## src/rtl/sa_psum_collector.sv

```systemverilog
// Purpose: deskews systolic-array psum lanes into whole rows, buffers them, and tracks tile completion.
// Latency: lane 0 valid in cycle t gives out_valid_o in cycle t+PE_SIZE when the buffer is empty.
// Backpressure: out_ready_i low holds rows in the FIFO; a complete row arriving while it is full is dropped and flagged.
module sa_psum_collector #(
  parameter int PE_SIZE    = 2,
  parameter int PSUM_WIDTH = 32,
  parameter int FIFO_DEPTH = 4
) (
  input  logic                           clk,
  input  logic                           rst_n,
  input  logic [PSUM_WIDTH*PE_SIZE-1:0]  psum_row_i,
  input  logic [PE_SIZE-1:0]             psum_en_row_i,
  input  logic                           start_i,
  input  logic [15:0]                    tile_rows_i,
  output logic [PSUM_WIDTH*PE_SIZE-1:0]  out_row_o,
  output logic                           out_valid_o,
  input  logic                           out_ready_i,
  output logic                           busy_o,
  output logic                           done_o,
  output logic                           overflow_o,
  output logic                           align_err_o
);

  localparam int RW = PSUM_WIDTH * PE_SIZE;
  localparam int AW = $clog2(FIFO_DEPTH);
  localparam int CW = AW + 1;

  typedef enum logic {
    ST_IDLE = 1'b0,
    ST_BUSY = 1'b1
  } state_t;

  // Aligned row, same lane packing as the input (lane 0 in the MSB slice).
  logic [RW-1:0]      aln_row;
  logic [PE_SIZE-1:0] aln_en;

  // Lane j waits PE_SIZE-1-j cycles so every lane of a row meets the last lane.
  for (genvar j = 0; j < PE_SIZE; j++) begin : g_lane
    localparam int NSTG = PE_SIZE - 1 - j;

    logic [PSUM_WIDTH-1:0] in_dat;
    logic                  in_en;

    assign in_dat = psum_row_i[PSUM_WIDTH*(PE_SIZE-j)-1 -: PSUM_WIDTH];
    assign in_en  = psum_en_row_i[PE_SIZE-1-j];

    if (NSTG == 0) begin : g_pass
      assign aln_row[PSUM_WIDTH*(PE_SIZE-j)-1 -: PSUM_WIDTH] = in_dat;
      assign aln_en[PE_SIZE-1-j]                             = in_en;
    end else begin : g_dly
      logic [PSUM_WIDTH-1:0] stg_dat [NSTG];
      logic                  stg_en  [NSTG];

      // Delay line for this lane; a tile start flushes any half-formed rows.
      always_ff @(posedge clk or negedge rst_n) begin
        if (!rst_n) begin
          for (int k = 0; k < NSTG; k++) begin
            stg_dat[k] <= '0;
            stg_en[k]  <= 1'b0;
          end
        end else if (start_i) begin
          for (int k = 0; k < NSTG; k++) begin
            stg_dat[k] <= '0;
            stg_en[k]  <= 1'b0;
          end
        end else begin
          stg_dat[0] <= in_dat;
          stg_en[0]  <= in_en;
          for (int k = 1; k < NSTG; k++) begin
            stg_dat[k] <= stg_dat[k-1];
            stg_en[k]  <= stg_en[k-1];
          end
        end
      end

      assign aln_row[PSUM_WIDTH*(PE_SIZE-j)-1 -: PSUM_WIDTH] = stg_dat[NSTG-1];
      assign aln_en[PE_SIZE-1-j]                             = stg_en[NSTG-1];
    end
  end

  // FIFO state
  logic [RW-1:0] mem [FIFO_DEPTH];
  logic [AW-1:0] wr_ptr_q;
  logic [AW-1:0] rd_ptr_q;
  logic [CW-1:0] fifo_cnt_q;
  logic [RW-1:0] row_hold_q;

  // Row classification and FIFO handshakes; start_i suppresses both push and pop.
  logic all_en;
  logic any_en;
  logic push_req;
  logic mis_evt;
  logic fifo_full;
  logic pop;
  logic wr_en;
  logic ovf_evt;

  assign all_en    = &aln_en;
  assign any_en    = |aln_en;
  assign push_req  = all_en & ~start_i;
  assign mis_evt   = any_en & ~all_en & ~start_i;
  assign fifo_full = (fifo_cnt_q == CW'(FIFO_DEPTH));
  assign pop       = out_valid_o & out_ready_i & ~start_i;
  assign wr_en     = push_req & (~fifo_full | pop);
  assign ovf_evt   = push_req & fifo_full & ~pop;

  assign out_valid_o = (fifo_cnt_q != '0);
  assign out_row_o   = out_valid_o ? mem[rd_ptr_q] : row_hold_q;

  // Storage array; needs no reset because reads are gated by the count.
  always_ff @(posedge clk) begin
    if (wr_en) begin
      mem[wr_ptr_q] <= aln_row;
    end
  end

  // Pointers and occupancy; simultaneous push and pop keeps the count, even when full.
  always_ff @(posedge clk or negedge rst_n) begin
    if (!rst_n) begin
      wr_ptr_q   <= '0;
      rd_ptr_q   <= '0;
      fifo_cnt_q <= '0;
    end else if (start_i) begin
      wr_ptr_q   <= '0;
      rd_ptr_q   <= '0;
      fifo_cnt_q <= '0;
    end else begin
      if (wr_en) begin
        wr_ptr_q <= wr_ptr_q + AW'(1);
      end
      if (pop) begin
        rd_ptr_q <= rd_ptr_q + AW'(1);
      end
      if (wr_en && !pop) begin
        fifo_cnt_q <= fifo_cnt_q + CW'(1);
      end else if (!wr_en && pop) begin
        fifo_cnt_q <= fifo_cnt_q - CW'(1);
      end
    end
  end

  // Remember the last presented head so out_row_o is stable while the FIFO is empty.
  always_ff @(posedge clk or negedge rst_n) begin
    if (!rst_n) begin
      row_hold_q <= '0;
    end else if (out_valid_o) begin
      row_hold_q <= mem[rd_ptr_q];
    end
  end

  // Sticky error flags, cleared only by a new tile.
  always_ff @(posedge clk or negedge rst_n) begin
    if (!rst_n) begin
      overflow_o  <= 1'b0;
      align_err_o <= 1'b0;
    end else if (start_i) begin
      overflow_o  <= 1'b0;
      align_err_o <= 1'b0;
    end else begin
      if (ovf_evt) begin
        overflow_o <= 1'b1;
      end
      if (mis_evt) begin
        align_err_o <= 1'b1;
      end
    end
  end

  // Tile control
  state_t      state_q;
  state_t      state_d;
  logic [15:0] pop_cnt_q;
  logic [15:0] pop_cnt_d;
  logic [15:0] pop_cnt_inc;
  logic [15:0] tile_rows_q;
  logic        done_q;
  logic        done_d;

  assign pop_cnt_inc = pop_cnt_q + 16'd1;
  assign busy_o      = (state_q == ST_BUSY);
  assign done_o      = done_q;

  // Tile registers: state, pop counter, latched row target and done pulse.
  always_ff @(posedge clk or negedge rst_n) begin
    if (!rst_n) begin
      state_q     <= ST_IDLE;
      pop_cnt_q   <= '0;
      tile_rows_q <= '0;
      done_q      <= 1'b0;
    end else begin
      state_q   <= state_d;
      pop_cnt_q <= pop_cnt_d;
      done_q    <= done_d;
      if (start_i) begin
        tile_rows_q <= tile_rows_i;
      end
    end
  end

  // Next-state: start (re)arms the tile, the final counted pop ends it with a done pulse.
  always_comb begin
    state_d   = state_q;
    pop_cnt_d = pop_cnt_q;
    done_d    = 1'b0;
    if (start_i) begin
      pop_cnt_d = '0;
      if (tile_rows_i == 16'd0) begin
        state_d = ST_IDLE;
        done_d  = 1'b1;
      end else begin
        state_d = ST_BUSY;
      end
    end else begin
      case (state_q)
        ST_BUSY: begin
          if (pop) begin
            pop_cnt_d = pop_cnt_inc;
            if (pop_cnt_inc == tile_rows_q) begin
              state_d = ST_IDLE;
              done_d  = 1'b1;
            end
          end
        end
        default: begin
        end
      endcase
    end
  end

endmodule

```

## config.mk

```make
export PLATFORM = sky130hd
export DESIGN_NAME = sa_psum_collector
export DESIGN_NICKNAME = d
export VERILOG_FILES = /design/src/rtl/sa_psum_collector.sv
export SDC_FILE = /design/constraint.sdc
export NUM_CORES = 1
export LEC_CHECK = 0
export ABC_AREA = 1
export ABC_CLOCK_PERIOD_IN_PS = 4920
export CAP_MARGIN = 40
export CORE_MARGIN = 8
export CORE_UTILIZATION = 50
export CTS_CLUSTER_DIAMETER = 100
export CTS_CLUSTER_SIZE = 10
export DETAILED_ROUTE_END_ITERATION = 8
export GPL_ROUTABILITY_DRIVEN = 0
export PLACE_DENSITY = 0.83
export SKIP_LAST_GASP = 1
export SYNTH_ARGS = -nofsm -noshare
export SYNTH_HDL_FRONTEND = slang
export SYNTH_SLANG_ARGS = --single-unit
```

## constraint.sdc

```tcl
create_clock -name clk -period 4.92 [get_ports clk]
set_input_delay 0.738 -clock clk [delete_from_list [all_inputs] [get_ports clk]]
set_output_delay 0.738 -clock clk [all_outputs]
set_load 0.02 [all_outputs]
```

* Word-level counts from Yosys, hierarchy flattened
Memories as Yosys holds them, arrays and structs flattened.
Cells that the tools add are included.
** Storage, ports and cells
- Register bits :: 140
- Memory bits (writable) :: 256
- Input bits :: 86
- Output and inout port bits :: 69
- Logic and storage cells :: 77
- Memories kept :: 1
** Memory list
- mem :: depth 4, bits a word 64, read ports 1, clocked after Yosys merged registers in 0, write ports 1, RTL line 82 : logic [RW-1:0] mem [FIFO_DEPTH];
** Operators by class
- Add/sub/neg operators :: 5
- Equality and inequality tests :: 2
- Multiplexer cells :: 29
- Bitwise logic cells :: 13
- Reductions and logical operators :: 15
** Operator list (count)
- $mux W64 :: 1
- $mux W16 :: 3
- $mux W32 :: 1
- $mux W1 :: 17
- $add A16 B1 Y16 const B :: 1
- $eq A16 B16 Y1 :: 1
- $logic_not A16 Y1 :: 1
- $reduce_bool A2 Y1 :: 5
- $mux W3 :: 3
- $and A1 B1 Y1 :: 8
- $mux W2 :: 4
- $reduce_bool A3 Y1 :: 2
- $add A2 B1 Y2 const B :: 2
- $not A1 Y1 :: 4
- $reduce_and A2 Y1 :: 2
- $add A3 B1 Y3 const B :: 1
- $eq A3 B3 Y1 const B :: 1
- $sub A3 B1 Y3 const B :: 1
- $logic_and A1 B1 Y1 :: 2
- $logic_not A1 Y1 :: 2
- $reduce_or A2 Y1 :: 1
- $or A1 B1 Y1 :: 1

* Logic depth before layout (Yosys ltp)
- Word-level depth :: 10
- Mapped depth :: 14
- Gate-level depth less buffers :: 14

* Worst setup path before layout
OpenSTA, ideal clock, no wires.
- Path type :: input -> register
- Start :: input start_i
- End :: memory mem[0][0] in the netlist's numbering, enable pin
- Library setup time :: 0.486 ns
- Arrival :: 3.960 ns
- Required time :: 4.434 ns
- Path slack :: 0.474 ns
- Stages :: 6
- Path buffers :: 1
- Cells stage by stage :: clkbuf_1 > inv_2 > nand2_2 > nand3_2 > nand2_4 > nor2_1
** On the way
- Cells in the longest elaborated chain, start to end :: 6
- Elaborated cells between the ends (all ways) :: 7
- Those cells by class :: mux (2); bitwise (5)
** RTL lines
- start, declared :: RTL line 13 : input logic start_i,
- $not A1 Y1 * :: RTL line 100, 103
- $and A1 B1 Y1 :: RTL line 103 : assign pop = out_valid_o & out_ready_i & ~start_i;
- $or A1 B1 Y1 :: RTL line 104 : assign wr_en = push_req & (~fifo_full | pop);
- $and A1 B1 Y1 * :: RTL line 104
- $mux W1 * :: RTL line 112 : if (wr_en) begin
- $mux W1 (implied by the code) * :: RTL line 113 : mem[wr_ptr_q] <= aln_row;
- end, declared :: RTL line 82
Mark *: on every way between the ends. The rest lies on a longest branch, timed or not.

* Worst setup path in the final report
- Start :: register rd_ptr_q[0]
- End :: output out_row_o[6]
** On the way
- Cells in the longest elaborated chain, start to end :: 2
** RTL lines
- start, declared :: RTL line 84 : logic [AW-1:0] rd_ptr_q;
- start signal, assigned :: RTL line 132 : rd_ptr_q <= rd_ptr_q + AW'(1);
- $mem_v2 Z4 W64
- $mux W64
- end, declared :: RTL line 15 : output logic [PSUM_WIDTH*PE_SIZE-1:0] out_row_o,
No other way between the ends.

==> flow_summary.toml <==
[run_status]
status = "completed"

[sta]
fmax_mhz = 263
setup_tns_ps = 0
finalCritPeriodShare_pct = 77.2
relSlewSlack_pct = 41.3
report.final.slew_viol_count = 0
setup_viol = 0
rsz0062_at_grt = "false"
fin_ws_ps = 1120
finalCriticalPeriod_ps = 3800
hold_violations = 0
worst_pin_slew_ps = 881
skew_ps = 9.01
hold_slack_ps = 52.1

[logic_synthesis]
synth.top_cell.area_share_pct = 49.6
syn_inst = 1373
syn_nets = 1466
synth_area_leaders = "edfxtp_1 (50%), dfrtp_1 (23%), nor2_1 (9.5%), o21ai_0 (4.9%), nand2_1 (2.9%)"
synth_cell_types = 29
syn_area_per_cell_um2 = 11.3
ys_warn_count = 0
yosysTopAreaCell = "edfxtp_1"
ys_ff_latch = 396
syn_area_um2 = 15500
synth_seq_area_share_pct = 72.3

[clock_network]
cts-root-buf = "clkbuf_16"
cts.repair.resized = 0
cts_buffers = 45
clock-sinks = 396
ctsHoldBuffers = 0
cts_setup_buffers = 0
cts_tree = "yes"
htree_levels = 2
cts_buffer_depth = 3
clk_pin_slew_ps = 60
clk_latency_ps = 540

[global_route]
grt_pass1_vias = 10800
grt_max_degree = 79
grt_remaining_overflow = 0
grt_pass1_wl_um = 56000
grt.total_usage_pct = 19.3
antenna_found_initial = 1

[pwr]
switching_share_pct = 32.0
cellPowerDensity_nw_per_um2 = 541
p_int_mw = 6.95
power_switching_mw = 3.28
power.total_mw = 10.2
p_comb_share_pct = 31.0
cellLeakagePower_nw = 7.16
seq_power_share_pct = 39.2
clockPowerShare_pct = 29.8
ir_drop_mv = 0.339

[floorplan]
die_w_um = 192
row_count = 64
dieArea_um2 = 36900
io_pins = 155
core_area_um2 = 30600
die_h_um = 192
start_util_pct = 50.6

[detailed_routing]
num_vias = 10600
drc = 0
first_pass_iters = 6
wl_per_cell_um = 18.3
detail_route.wirelength_um = 35900
drt_iter0_markers = 826
vias_per_cell = 5.39
drtAntennaViolNets = 0

[placement]
port_buffers = 154
pre_cts_ws_ps = 1630
place_area_um2 = 17600
hpwl_um = 21700

[final_layout]
drive_above_1_share_pct = 6.07
syn_to_final_growth_pct = 22.0
fin_area_um2 = 18900
insertedDiodeCount = 0
layout.nets = 1622

[setup_path]
worst-setup-path-type = "reg -> out"
crit_required_ps = 4180
startpoint_type = "flip-flop"
end_kind = "primary output"
worstPathArrival_ps = 3060
critPathMaxFanout = 36

[run]
cap_violations = 0

[hold_path]
min_path_type = "in -> async"
-- routing by layer --
metal  wire length [um]  GRT usage (%)
met5                 13              0
met4                897           7.37
met3               2740           4.25
met2              17800           33.4
met1              14500           23.4
-- critical path: stages, from the launching register on --
cell             delay [ps]
dfrtp_4                 540
clkinv_2                390
buf_4                   380
o21ai_0                 130
a31oi_1                 390
clkdlybuf4s50_1         690
-- final timing paths --
check | end | slack (ps) | from | cells past startpoint
min in group clk | mem[0][36] | 480 | g_lane[0].g_dly.stg_dat[4] | 0
worst min-delay path | row_hold_q[35] | 50 | rst_n | 1
max in group asynchronous | pop_cnt_q[9] | 3770 | rst_n | 3
worst min register to register | mem[0][36] | 480 | g_lane[0].g_dly.stg_dat[4] | 0
worst max-delay path | out_row_o[6] | 1120 | rd_ptr_q[0] | 5
worst max register to register | mem[3][63] | 1950 | fifo_cnt_q[2] | 10
-- flip-flops by register name (all words and copies together), names as in the netlist, 2 cells and up --
signal and flops:
rd_ptr_q 2, fifo_cnt_q 3, g_lane.g_dly.stg_dat 32, mem 256
tile_rows_q 16, pop_cnt_q 16, wr_ptr_q 2, row_hold_q 64
-- Yosys cell counts --
library cell and instances:
nor2_1 392, edfxtp_1 256, o21ai_0 153, dfrtp_1 140, nand2_1 120, inv_1 82, a31oi_1 64, nand3_1 39
clkbuf_1 38, buf_2 17, nand4_1 10, buf_1 9, o22ai_1 9, ha_1 6, inv_2 6, nor3_1 6
o21ai_1 6, nand2_2 3, nor2_2 3, nor2_4 3, a21oi_1 2, o21a_1 2, and2_1 1, fa_1 1
nand2_4 1, nand3_2 1, o21ai_2 1, or4_1 1, xnor2_1 1
-- layout make-up --
type / instances / area [um2]
timing repair buffer: 173 / 1790
fill: 2308 / 11700
sequential: 396 / 11200
inverter: 88 / 332
clock buffer: 80 / 1300
multi-input combinational: 825 / 3740
tap: 396 / 495
clock inverter: 2 / 38.8
-- cell usage in the layout, fill, tap and decap left out, drive strengths merged, types with 21 or more instances in the layout --
cell type      instances
clkdlybuf4s50        152
a31oi                 64
nand2                124
nand3                 40
clkbuf                80
nor2                 398
edfxtp               256
inv                   88
dfrtp                140
buf                   21
o21ai                160
-- metrics by stage --
| stage | std cells | utilization, % |
|---|---|---|
| 3_3_place_gp | 1875 | 57.1 |
| 2_1_floorplan | 1373 | - |
| 3_5_place_dp | 1878 | 57.4 |
| 6_report | 1960 | 61.8 |
| 5_1_grt | 1960 | 61.8 |
| 4_1_cts | 1960 | 61.8 |
-- power by group through the flow --
| stage | sequential (mW) | clock, mW | combinational, mW |
|---|---|---|---|
| finish | 4.01 | 3.05 | 3.17 |
| global route | 4.03 | 3.24 | 3.42 |
| CTS | 4.01 | 3.10 | 3.22 |
| detailed placement | 4.07 | 0 | 3.19 |
| global placement | 4.06 | 0 | 3.08 |
| floorplan | 4.03 | 0 | 1.75 |
-- cells by family (layout without fill, tap and decap cells) --
family	count (synthesis)	count (layout)	share of synthesized area, %
AOI/OAI and AO/OA	237	237	8.30
xor gates and xnor gates	1	1	0.0566
adders and majority gates	7	7	0.614
buffers and inverters	152	343	3.82
DFF	396	396	72.3
and+or+nand+nor	580	580	15.0
(Power assumes the default switching activity.)
